## config.mk

```make
export PLATFORM = sky130hd
export DESIGN_NAME = vga_vtiming_gen
export DESIGN_NICKNAME = d
export VERILOG_FILES = /design/src/rtl/vga_timing_pkg.sv /design/src/rtl/vga_row_scaler.sv /design/src/rtl/vga_vtiming_gen.sv
export SDC_FILE = /design/constraint.sdc
export NUM_CORES = 1
export LEC_CHECK = 0
export CAP_MARGIN = 20
export CORE_ASPECT_RATIO = 0.7
export CORE_MARGIN = 4
export CORE_UTILIZATION = 45
export CTS_BUF_LIST = sky130_fd_sc_hd__clkbuf_8
export DETAILED_ROUTE_END_ITERATION = 7
export PLACE_DENSITY_LB_ADDON = 0.2
export SLEW_MARGIN = 0
export SYNTH_ARGS = -nofsm -noshare
export SYNTH_HDL_FRONTEND = slang
export SYNTH_HIERARCHICAL = 1
export SYNTH_SLANG_ARGS = --single-unit
```

## constraint.sdc

```tcl
create_clock -name clk -period 4.7 [get_ports clk]
set_clock_uncertainty 0.2 [all_clocks]
set_input_delay 0.705 -clock clk [delete_from_list [all_inputs] [get_ports clk]]
set_output_delay 0.705 -clock clk [all_outputs]
set_load 0.1 [all_outputs]
```

## src/rtl/vga_timing_pkg.sv

```systemverilog
// Shared types, default 640x480 vertical line counts and state helpers for the
// VGA vertical timing generator.
package vga_timing_pkg;

    // One-hot vertical phase encoding
    typedef enum logic [3:0] {
        ST_SYNC   = 4'b0001,
        ST_BP     = 4'b0010,
        ST_ACTIVE = 4'b0100,
        ST_FRONT  = 4'b1000
    } vstate_e;

    // Default 640x480@60 vertical timing, in lines
    localparam int unsigned DEF_V_SYNC     = 2;
    localparam int unsigned DEF_V_BP       = 29;
    localparam int unsigned DEF_V_ACTIVE   = 480;
    localparam int unsigned DEF_V_FP       = 10;
    localparam int unsigned DEF_ROW_REPEAT = 5;

    // Number of line steps spent in a given phase
    function automatic int unsigned state_len(input vstate_e     st,
                                              input int unsigned sync_len,
                                              input int unsigned bp_len,
                                              input int unsigned active_len,
                                              input int unsigned fp_len);
        unique case (st)
            ST_SYNC:   return sync_len;
            ST_BP:     return bp_len;
            ST_ACTIVE: return active_len;
            default:   return fp_len;
        endcase
    endfunction

    // Phase that follows the given one
    function automatic vstate_e next_state(input vstate_e st);
        unique case (st)
            ST_SYNC:   return ST_BP;
            ST_BP:     return ST_ACTIVE;
            ST_ACTIVE: return ST_FRONT;
            default:   return ST_SYNC;
        endcase
    endfunction

endpackage

```

## src/rtl/vga_row_scaler.sv

```systemverilog
// Frame-buffer row address generator: holds each memory row for ROW_REPEAT
// display lines, then advances to the next row.
module vga_row_scaler #(
    parameter int unsigned ROW_REPEAT = 5,
    parameter int unsigned ADDR_W     = 7
) (
    input  logic              clk,
    input  logic              reset,
    input  logic              step,
    input  logic              clear,
    output logic [ADDR_W-1:0] addr
);

    localparam int unsigned REP_W = (ROW_REPEAT > 1) ? $clog2(ROW_REPEAT) : 1;

    logic [REP_W-1:0]  rep_q;
    logic [ADDR_W-1:0] addr_q;

    // Repeat counter and row address; clear wins over step
    always_ff @(posedge clk or negedge reset) begin
        if (!reset) begin
            rep_q  <= '0;
            addr_q <= '0;
        end else if (clear) begin
            rep_q  <= '0;
            addr_q <= '0;
        end else if (step) begin
            if (rep_q == REP_W'(ROW_REPEAT - 1)) begin
                rep_q  <= '0;
                addr_q <= addr_q + ADDR_W'(1);
            end else begin
                rep_q <= rep_q + REP_W'(1);
            end
        end
    end

    assign addr = addr_q;

endmodule

```

## src/rtl/vga_vtiming_gen.sv

```systemverilog
// Vertical timing generator: steps once per accepted line_tick through
// SYNC -> BP -> ACTIVE -> FRONT and drives registered vsync/vblank/row outputs.
module vga_vtiming_gen
    import vga_timing_pkg::*;
#(
    parameter int unsigned V_SYNC     = DEF_V_SYNC,
    parameter int unsigned V_BP       = DEF_V_BP,
    parameter int unsigned V_ACTIVE   = DEF_V_ACTIVE,
    parameter int unsigned V_FP       = DEF_V_FP,
    parameter int unsigned ROW_REPEAT = DEF_ROW_REPEAT,
    parameter int unsigned ADDR_W     = 7,
    parameter bit          SYNC_POL   = 1'b0,
    parameter int unsigned LCNT_W     = 10
) (
    input  logic              clk,
    input  logic              reset,
    input  logic              en,
    input  logic              line_tick,
    output logic              vga_vsync,
    output logic              vblank,
    output logic              read_mem_vertical,
    output logic [ADDR_W-1:0] vertical_pixel_addr,
    output logic              frame_start
);

    // Elaboration-time parameter sanity checks
    if (V_SYNC < 1 || V_BP < 1 || V_ACTIVE < 1 || V_FP < 1 || ROW_REPEAT < 1) begin : g_err_len
        $error("vga_vtiming_gen: every length parameter must be >= 1");
    end
    if (ROW_REPEAT >= 1 && (V_ACTIVE % ROW_REPEAT) != 0) begin : g_err_rep
        $error("vga_vtiming_gen: V_ACTIVE must be a multiple of ROW_REPEAT");
    end
    if (ROW_REPEAT >= 1 && (V_ACTIVE / ROW_REPEAT) > (2 ** ADDR_W)) begin : g_err_addr
        $error("vga_vtiming_gen: ADDR_W too narrow for V_ACTIVE/ROW_REPEAT rows");
    end
    if ((2 ** LCNT_W) <= V_SYNC || (2 ** LCNT_W) <= V_BP ||
        (2 ** LCNT_W) <= V_ACTIVE || (2 ** LCNT_W) <= V_FP) begin : g_err_lcnt
        $error("vga_vtiming_gen: LCNT_W too narrow for the longest phase");
    end

    vstate_e           state_q;
    vstate_e           state_nxt;
    logic [LCNT_W-1:0] line_cnt_q;
    logic [LCNT_W-1:0] len_m1;
    logic              tick;
    logic              cnt_last;
    logic              row_step;
    logic              row_clear;
    logic              vsync_q;
    logic              vblank_q;
    logic              read_mem_q;
    logic              frame_start_q;

    // Step qualification, end-of-phase detect and row scaler controls
    always_comb begin
        tick      = en && line_tick;
        len_m1    = LCNT_W'(state_len(state_q, V_SYNC, V_BP, V_ACTIVE, V_FP) - 1);
        cnt_last  = (line_cnt_q == len_m1);
        state_nxt = next_state(state_q);
        row_step  = tick && (state_q == ST_ACTIVE) && !cnt_last;
        // Leaving ACTIVE returns the row address to 0 on the same edge
        row_clear = tick && (state_q == ST_ACTIVE) && cnt_last;
    end

    // Phase FSM, line counter and registered outputs
    always_ff @(posedge clk or negedge reset) begin
        if (!reset) begin
            // Parked on the last FRONT line so the first step opens a frame
            state_q       <= ST_FRONT;
            line_cnt_q    <= LCNT_W'(V_FP - 1);
            vsync_q       <= ~SYNC_POL;
            vblank_q      <= 1'b1;
            read_mem_q    <= 1'b0;
            frame_start_q <= 1'b0;
        end else begin
            frame_start_q <= 1'b0;
            if (tick) begin
                if (cnt_last) begin
                    state_q       <= state_nxt;
                    line_cnt_q    <= '0;
                    vsync_q       <= (state_nxt == ST_SYNC) ? SYNC_POL : ~SYNC_POL;
                    vblank_q      <= (state_nxt != ST_ACTIVE);
                    read_mem_q    <= (state_nxt == ST_ACTIVE);
                    frame_start_q <= (state_nxt == ST_SYNC);
                end else begin
                    line_cnt_q <= line_cnt_q + LCNT_W'(1);
                end
            end
        end
    end

    vga_row_scaler #(
        .ROW_REPEAT (ROW_REPEAT),
        .ADDR_W     (ADDR_W)
    ) u_row_scaler (
        .clk   (clk),
        .reset (reset),
        .step  (row_step),
        .clear (row_clear),
        .addr  (vertical_pixel_addr)
    );

    assign vga_vsync         = vsync_q;
    assign vblank            = vblank_q;
    assign read_mem_vertical = read_mem_q;
    assign frame_start       = frame_start_q;

endmodule

```

==> results.md, run 1 <==
* Worst Path Required at 4.69 ns
* Setup TNS at 0 ns
* Vias/cell at 5.57
* Syn Std Cell Area at 1700 um^2
* WL final at 3.41 mm
* Setup crit end kind: flop
* Core area at 3580 um^2
* DRT iter0 DRCs at 121
* Critical Path AT at 3.52 ns
* Fin crit period at 3.52 ns
* Clock buffer count from CTS at 3
* EDFF count, synth at 0
* Die Wd at 81.5 um
* Finished Layout Cells at 232
* Final-report hold violation count at 0
* Final period utilization at 0.750
* Fill cell count at 307
* Clk_lat worst skew at 0.27 ns
* Starting Density at 0.475
* All-Layer GR Usage at 0.162
* Leakage Power at 0.809 nW
* # diodes at 0
* H-tree depth at 1
* Routed Antenna Nets at 0
* Drt pass-1 iters at 4
* CTS tree: built
* Ys async rst share at 1.00
* Peak supply drop at 0.178 mV
* Status: completed
* Setup violations, final at 0
* Multi-input gate area at 915 um^2
* Final WS setup at 1.18 ns
* Residual DRC at 0
* Reg area at 707 um^2
* Fmax at 0.284 GHz
* Max Cap Viol at 0
* Comb power frac at 0.097
* # placed instances at 228
* Largest net degree at the start of global routing at 22
* Worst Tran Pin Value at 0.973 ns
* Vias at 1292
* I/O Pins at 15
* CP endpoint: u_row_scaler/addr[6]
* RSZ-0062 raised after global routing: no
* FP Rows at 18
* Yosys warning total at 6
* # Post-CTS Setup Buffers at 0
* Flops & latches, synth at 28
* Post-CTS sizing at 0
* Crit path from: state_q[2]
* PwrDens at 235 nW/um^2
* GPL Wtd Cong at 0.804
* Wirelength per Cell at 14.7 um
* Sequential power share at 0.578
* Reg2reg start: state_q[2]
* Class of the most critical hold timing path: flop to flop
* Crit-path max FO at 11
* Clock Sinks at 28
* Total congestion overflow at 0
* Switch share at 0.242
* Worst slew margin at 0.349
* Pre-CTS setup slack at 1.23 ns
* Int Pwr at 0.342 mW
* Vias in the first global route at 1234
* Worst Hold Depth at 1
* First-pass GRT wire length at 5.93 mm
* Net switching power figure at 0.109 mW
* Max-slew violations at 0
* Clock Tree Root: clkbuf_8
* Worst-path clk slew at 0.09 ns
* FF-to-FF setup slack at 1.18 ns
* Port Buffers at 14
* Mapped Cells at 171
* Maximum buffer depth of the clock tree at 2
* Worst r2r path cells at 12
* Clock share of power at 0.325
* Final #Nets at 192
* R2r endpoint: u_row_scaler/addr[6]
* Post-DP HPWL at 2.55 mm
* Synth Area per Inst at 9.94 um^2
* Main flop type after synthesis: dfrtp_1
* Share of cells above drive strength 1 at 0.154
* Number of antenna violations at the first check in global routing at 0
* Setup Crit Path Kind: flop to flop
* Register area share after synthesis at 0.416
* Area grow syn2layout at 13.2%
* Count of hold-fix buffers inserted at cts at 0
* Yosys cell types at 45
* Chip Height at 59.4 um
* Syn Nets at 180
* Crit path launch type: flop
* Die area at 4840 um^2
==> cells by family after synthesis <==
kind of cell    after synthesis  share of synthesized area
simple gates                 75                      0.280
flops                        28                      0.416
compound gates               27                     0.0957
buf+inv                      16                     0.0463
xor+xnor                     10                     0.0515
mux                          10                     0.0743
fa+ha+maj                     5                     0.0368
==> layout by cell type (no fill, tap or decap), drive strengths merged <==
| cell | n |
|---|---|
| a21bo | 1 |
| a21oi | 8 |
| a311oi | 1 |
| a31oi | 1 |
| and2 | 3 |
| and3 | 2 |
| and4 | 2 |
| buf | 3 |
| clkbuf | 4 |
| clkdlybuf4s50 | 14 |
| dfrtp | 23 |
| dfstp | 5 |
| ha | 5 |
| inv | 6 |
| mux2 | 6 |
| mux2i | 4 |
| nand2 | 12 |
| nand2b | 2 |
| nand3 | 11 |
| nand3b | 1 |
| nand4 | 8 |
| nand4b | 1 |
| nor2 | 14 |
| nor3 | 6 |
| nor3b | 2 |
| nor4b | 4 |
| nor4bb | 1 |
| o21ai | 11 |
| o21ba | 1 |
| o311ai | 1 |
| o31a | 1 |
| o31ai | 2 |
| or2 | 1 |
| or3 | 4 |
| or4 | 1 |
| xnor2 | 3 |
| xor2 | 7 |
==> power by group through the flow <==
stage	combinational, mW	sequential [mW]	clock [mW]
3_3_place_gp	0.0434	0.265	0
3_5_place_dp	0.0437	0.265	0
4_1_cts	0.0447	0.260	0.154
6_report	0.0440	0.261	0.147
2_1_floorplan	0.0300	0.261	0
5_1_grt	0.0514	0.262	0.165
==> stage by stage <==
stage	power (mW)	instance area, um^2	hold slack [ns]	util
finish	0.452	1920	0.284	0.537
global route	0.479	1920	0.282	0.537
CTS	0.459	1920	0.278	0.537
detailed placement	0.309	1870	0.261	0.522
global placement	0.309	1870	0.256	0.522
floorplan	0.291	1700	0.209	-
==> how the worst min path moves through the flow <==
stage	from	endpoint	slack (ns)
floorplan	reset	frame_start	0.21
CTS	line_cnt_q[9]	line_cnt_q[9]	0.28
global placement	line_cnt_q[9]	line_cnt_q[9]	0.26
detailed placement	line_cnt_q[9]	line_cnt_q[9]	0.26
global route	line_cnt_q[9]	line_cnt_q[9]	0.28
finish	line_cnt_q[9]	line_cnt_q[9]	0.28
==> sequential cells by signal, summed over array words and instances (netlist names) <==
| register | flops |
|---|---|
| line_cnt_q | 10 |
| u_row_scaler/addr | 7 |
| state_q | 4 |
| u_row_scaler/rep_q | 3 |
| frame_start | 1 |
| read_mem_vertical | 1 |
| vblank | 1 |
| vga_vsync | 1 |
==> cell usage after synthesis, types with 3 or more instances <==
library cell   n  area share
and2_1         3       0.011
buf_2          3      0.0088
a21oi_1        8       0.024
dfrtp_1       23        0.34
nand4_1        7       0.026
dfstp_2        5       0.077
nor3_1         5       0.015
or3_1          4       0.015
ha_1           5       0.037
nor2_1        14       0.031
xnor2_1        3       0.015
mux2_4         5       0.044
nand2_1       12       0.026
mux2i_1        4       0.024
clkbuf_1       4      0.0088
nand3_1        9       0.026
inv_1          6       0.013
xor2_1         7       0.036
o21ai_0       11       0.032
==> metal layers <==
layer | global-route usage | wire (um) | share of wire
met5 | 0 | 0 | 0
met1 | 0.238 | 1720 | 0.50
met4 | 0.0482 | 51 | 0.015
met2 | 0.232 | 1460 | 0.43
met3 | 0.0426 | 179 | 0.052
==> area by class of cell <==
type,count,area share
inverter,6,0.0117
clock buffer,4,0.0286
tap,50,0.0325
multi-input combinational,127,0.475
timing repair buffer,17,0.0845
sequential,28,0.367
==> worst max-delay path, cell delays in order, from the launching register on <==
cell	delay [ns]
dfrtp_1	0.54
xnor2_1	0.19
nor3_1	0.26
ha_1	0.28
nor4b_1	0.07
a311oi_1	0.36
nand3_1	0.17
and4_2	0.24
nor3_1	0.13
buf_4	0.18
nand4_1	0.22
or3_1	0.42
a21oi_1	0.17
(Power assumes the default switching activity.)
==> inputs of run 2 (changes only) <==
==> constraint.sdc (replaced) <==
create_clock -name clk -period 2.8 [get_ports clk]
set_clock_uncertainty 0.2 [all_clocks]
set_input_delay 0.42 -clock clk [delete_from_list [all_inputs] [get_ports clk]]
set_output_delay 0.42 -clock clk [all_outputs]
set_load 0.1 [all_outputs]
==> results.md, run 2 (synthesis gave the netlist of run 1 again) <==
* Final #Nets at 223
* Int Pwr at 0.654 mW
* All-Layer GR Usage at 0.186
* Number of antenna violations at the first check in global routing at 0
* I/O Pins at 15
* Chip Height at 59.4 um
* Class of the most critical hold timing path: flop to flop
* Final WS setup at -0.144 ns
* Fin crit period at 2.94 ns
* Fmax at 0.340 GHz
* Post-DP Area at 1970 um^2
* Vias in the first global route at 1408
* Residual DRC at 0
* GPL Wtd Cong at 0.862
* Switch share at 0.239
* Starting Density at 0.475
* Crit path top cell by count: nor3_4
* CTS tree: built
* Clk_lat worst skew at 0.28 ns
* Max Cap Viol at 0
* Worst slew margin at 0.726
* Worst path bufs/invs at 2
* Finished Layout Cells at 263
* Port Buffers at 14
* Crit path launch type: flop
* WL final at 4.21 mm
* Final-report hold violation count at 0
* Design area at 2330 um^2
* Vias/cell at 5.41
* Routed Antenna Nets at 0
* Share of cells above drive strength 1 at 0.465
* Final period utilization at 1.05
* Comb power frac at 0.108
* DRT iter0 DRCs at 103
* Maximum buffer depth of the clock tree at 2
* Setup Crit Path Kind: flop to flop
* Pre-CTS setup slack at -0.187 ns
* Area grow syn2layout at 37.2%
* Peak supply drop at 0.261 mV
* Largest net degree at the start of global routing at 29
* Vias at 1422
* Worst-path clk slew at 0.10 ns
* Worst Tran Pin Value at 0.399 ns
* Die area at 4840 um^2
* Total congestion overflow at 0
* Setup TNS at -0.892 ns
* Most frequent cells in the layout: buf_4, dfrtp_1, nand2_1, nor2_1
* Sequential power share at 0.512
* RSZ-0062 raised after global routing: yes
* Critical Path AT at 2.93 ns
* Drt pass-1 iters at 4
* H-tree depth at 1
* Critical path's largest stage delay at 0.44 ns
* Wirelength per Cell at 16.0 um
* Critical-path top delay cell: dfrtp_2
* Commonest non-fill, non-tap cell in the layout: buf_4
* Leakage Power at 1.02 nW
* Top Family by Delay on Critical Path: simple AND/OR/NAND/NOR gates
* PwrDens at 368 nW/um^2
* Count of hold-fix buffers inserted at cts at 0
* Worst Path Required at 2.78 ns
* Setup violations, final at 12
* Biggest register: line_cnt_q
* Core area at 3580 um^2
* Number of flip-flops under the largest register name at 10
* Clock Sinks at 28
* Crit path cell chain: buf_6, nor3_4, ha_4, nor4b_4, a311oi_2, nand3_1, and4_4, nor3_4, nand4_1, buf_4, o21ai_1, a21oi_2
* Status: complete, but fails checks
* Hold WS at 0.285 ns
* Clock Tree Root: clkbuf_8
* Clock share of power at 0.380
* Setup crit end kind: flop
* Crit-path max FO at 4
* Clock buffer count from CTS at 3
* Max-slew violations at 0
* Post-DP HPWL at 2.66 mm
* FP Rows at 18
* # diodes at 0
* First-pass GRT wire length at 6.72 mm
* Failing checks: setup timing
* Die Wd at 81.5 um
* Net switching power figure at 0.205 mW
* # placed instances at 242
==> run 2: cell count changes in the layout (fill, tap and decap cells not counted), sizes merged <==
cell           before  now
buf                 3   45
bufinv              0    1
clkbuf              4    3
clkdlybuf4s50      14    3
==> run 2: what timing repair did <==
action	CTS	global route
cloned	1	0
pin swaps	11	10
buffers inserted	16	5
setup endpoints to repair	13	19
gates resized for setup	17	23
==> run 2: final cells by class <==
cell class	instances	area, um^2
flip-flops and latches	28	709
clock inverters	1	30.0
inverters	6	22.5
clock buffers	3	41.3
well taps	50	62.6
repair buffers	48	394
multi-input cells	127	1070
fillers	265	1250
==> run 2: worst paths after layout <==
kind	from	endpoint	slack, ns	cells past startpoint
worst max-delay path	state_q[0]	u_row_scaler/addr[6]	-0.14	12
worst min-delay path	line_cnt_q[9]	line_cnt_q[9]	0.28	1
worst max register to register	state_q[0]	u_row_scaler/addr[6]	-0.14	12
worst min register to register	line_cnt_q[9]	line_cnt_q[9]	0.28	1
max in group asynchronous	reset	state_q[3]	1.79	2
min in group asynchronous	reset	line_cnt_q[9]	0.30	2
==> run 2: per-stage QoR <==
stage	util	total power, mW
2_1_floorplan	-	0.493
3_3_place_gp	0.550	0.528
5_1_grt	0.651	0.894
3_5_place_dp	0.550	0.534
4_1_cts	0.624	0.862
6_report	0.651	0.858
==> run 2: power by group through the flow <==
stage	clock, mW	combinational [mW]	sequential [mW]
5_1_grt	0.349	0.103	0.443
4_1_cts	0.332	0.0906	0.439
2_1_floorplan	0	0.0542	0.439
3_5_place_dp	0	0.0869	0.447
6_report	0.326	0.0926	0.440
3_3_place_gp	0	0.0823	0.446
==> run 2: worst reg2reg max path, delay by kind of cell (launching register included) <==
family / cells / cell delay (ns)
compound gates: 3 / 0.59
fa+ha+maj: 1 / 0.20
buf+inv: 2 / 0.33
flops: 1 / 0.44
simple gates: 6 / 1.08
==> run 2: routing by layer <==
metal	track usage	up-vias	wire [um]
met4	0.0337	0	24
met2	0.292	41	1940
met3	0.0471	6	273
met5	0	-	0
li1	-	698	-
met1	0.261	677	1970
==> inputs of run 3 (changes only) <==
--- a/config.mk
+++ b/config.mk
@@ -11,6 +11,7 @@
 export CORE_UTILIZATION = 45
 export CTS_BUF_LIST = sky130_fd_sc_hd__clkbuf_8
 export DETAILED_ROUTE_END_ITERATION = 7
+export MAX_ROUTING_LAYER = met4
 export PLACE_DENSITY_LB_ADDON = 0.2
 export SLEW_MARGIN = 0
 export SYNTH_ARGS = -nofsm -noshare
==> results.md, run 3 (synthesis gave the netlist of run 1 again) <==
* Pre-CTS setup slack at -0.187 ns
* Number of antenna violations at the first check in global routing at 0
* Fill cell count at 263
* Share of cells above drive strength 1 at 0.474
* Clk_lat worst skew at 0.28 ns
* Routed Antenna Nets at 0
* Clock Tree Root: clkbuf_8
* Leakage Power at 1.02 nW
* Class of the most critical hold timing path: flop to flop
* Die Wd at 81.5 um
* Finished Layout Cells at 263
* Chip Height at 59.4 um
* Most frequent cells in the layout: buf_4, dfrtp_1, nand2_1, nor2_1, nand3_1
* Final #Nets at 223
* FP Rows at 18
* Clock buffer count from CTS at 3
* Die area at 4840 um^2
* Crit path cell chain: buf_6, nor3_4, ha_4, nor4b_4, a311oi_2, nand3_1, and4_4, nor3_4, nand4_1, buf_4, o21ai_1, a21oi_2
* RSZ-0062 raised after global routing: yes
* H-tree depth at 1
* Max Cap Viol at 0
* Setup violations, final at 17
* Critical-path top delay cell: dfrtp_2
* Drt pass-1 iters at 4
* Final period utilization at 1.06
* All-Layer GR Usage at 0.191
* Crit-path max FO at 4
* Final-report hold violation count at 0
* Clock Sinks at 28
* Top Family by Delay on Critical Path: simple AND/OR/NAND/NOR gates
* Vias/cell at 5.52
* Final WS setup at -0.156 ns
* Peak supply drop at 0.259 mV
* Residual DRC at 0
* Critical Path AT at 2.94 ns
* Wirelength per Cell at 16.6 um
* Number of flip-flops under the largest register name at 10
* Worst Path Required at 2.78 ns
* Maximum buffer depth of the clock tree at 2
* First-pass GRT wire length at 6.72 mm
* Port Buffers at 14
* Fmax at 0.338 GHz
* Vias at 1453
* CTS tree: built
* GPL Wtd Cong at 0.876
* Failing checks: setup timing
* Post-DP HPWL at 2.66 mm
* WL final at 4.37 mm
* Setup TNS at -1.28 ns
* Setup Crit Path Kind: flop to flop
* Starting Density at 0.475
* Multi-input gate area at 1100 um^2
* PwrDens at 370 nW/um^2
* Max-slew violations at 0
* Crit path launch type: flop
* # placed instances at 242
* Worst slew margin at 0.676
* PnR Total Power at 0.874 mW
* Worst-path clk slew at 0.10 ns
* Commonest non-fill, non-tap cell in the layout: buf_4
* Critical path's largest stage delay at 0.44 ns
* Worst path bufs/invs at 2
* # diodes at 0
* Total congestion overflow at 0
* Status: complete, but fails checks
* I/O Pins at 15
* Reg area at 709 um^2
* Vias in the first global route at 1408
* Core area at 3580 um^2
* Worst Tran Pin Value at 0.473 ns
* Area grow syn2layout at 38.8%
* Setup crit end kind: flop
* DRT iter0 DRCs at 109
* Crit path top cell by count: nor3_4
* Hold WS at 0.285 ns
* Fin crit period at 2.96 ns
* Biggest register: line_cnt_q
* Count of hold-fix buffers inserted at cts at 0
* Largest net degree at the start of global routing at 29
## run 3: path summary, 6_finish.rpt
path	startpoint	to	slack, ns	depth (start not counted)
setup / recovery	state_q[0]	u_row_scaler/addr[6]	-0.16	12
hold / removal	line_cnt_q[9]	line_cnt_q[9]	0.29	1
setup reg to reg	state_q[0]	u_row_scaler/addr[6]	-0.16	12
hold reg to reg	line_cnt_q[9]	line_cnt_q[9]	0.29	1
max in group asynchronous	reset	state_q[3]	1.78	2
min in group asynchronous	reset	line_cnt_q[2]	0.31	2
## run 3: metal layers
| layer | global-route usage | vias to the layer above | wire length (um) |
|---|---|---|---|
| li1 | - | 697 | - |
| met3 | 0.0426 | 6 | 222 |
| met4 | 0.0337 | 0 | 31 |
| met5 | - | - | 0 |
| met1 | 0.261 | 719 | 2080 |
| met2 | 0.294 | 31 | 2030 |
## run 3: metrics by stage
step                 util  area (um^2)
finish              0.659         2360
CTS                 0.624         2240
detailed placement  0.550         1970
global placement    0.550         1970
floorplan               -         1740
global route        0.659         2360
## run 3: area by class of cell
type	instances	share of cell area
Clock inverter	1	0.0127
Tap cell	50	0.0265
Timing Repair Buffer	48	0.169
Sequential cell	28	0.301
Clock buffer	3	0.0175
Multi-Input combinational cell	127	0.464
Inverter	6	0.00954
## run 3: where the power goes
group	switching [mW]	internal, mW	total (mW)
Combinational	0.0542	0.0518	0.106
Clock	0.135	0.192	0.327
Sequential	0.0234	0.418	0.441
Total	0.212	0.661	0.874
## run 3: what timing repair did
action,4_1_cts,5_1_grt
pin swaps,11,11
gates resized for setup,17,28
endpoints found under the setup margin,13,19
setup buffers,16,6
hold endpoints to repair,0,0
gates cloned,1,0
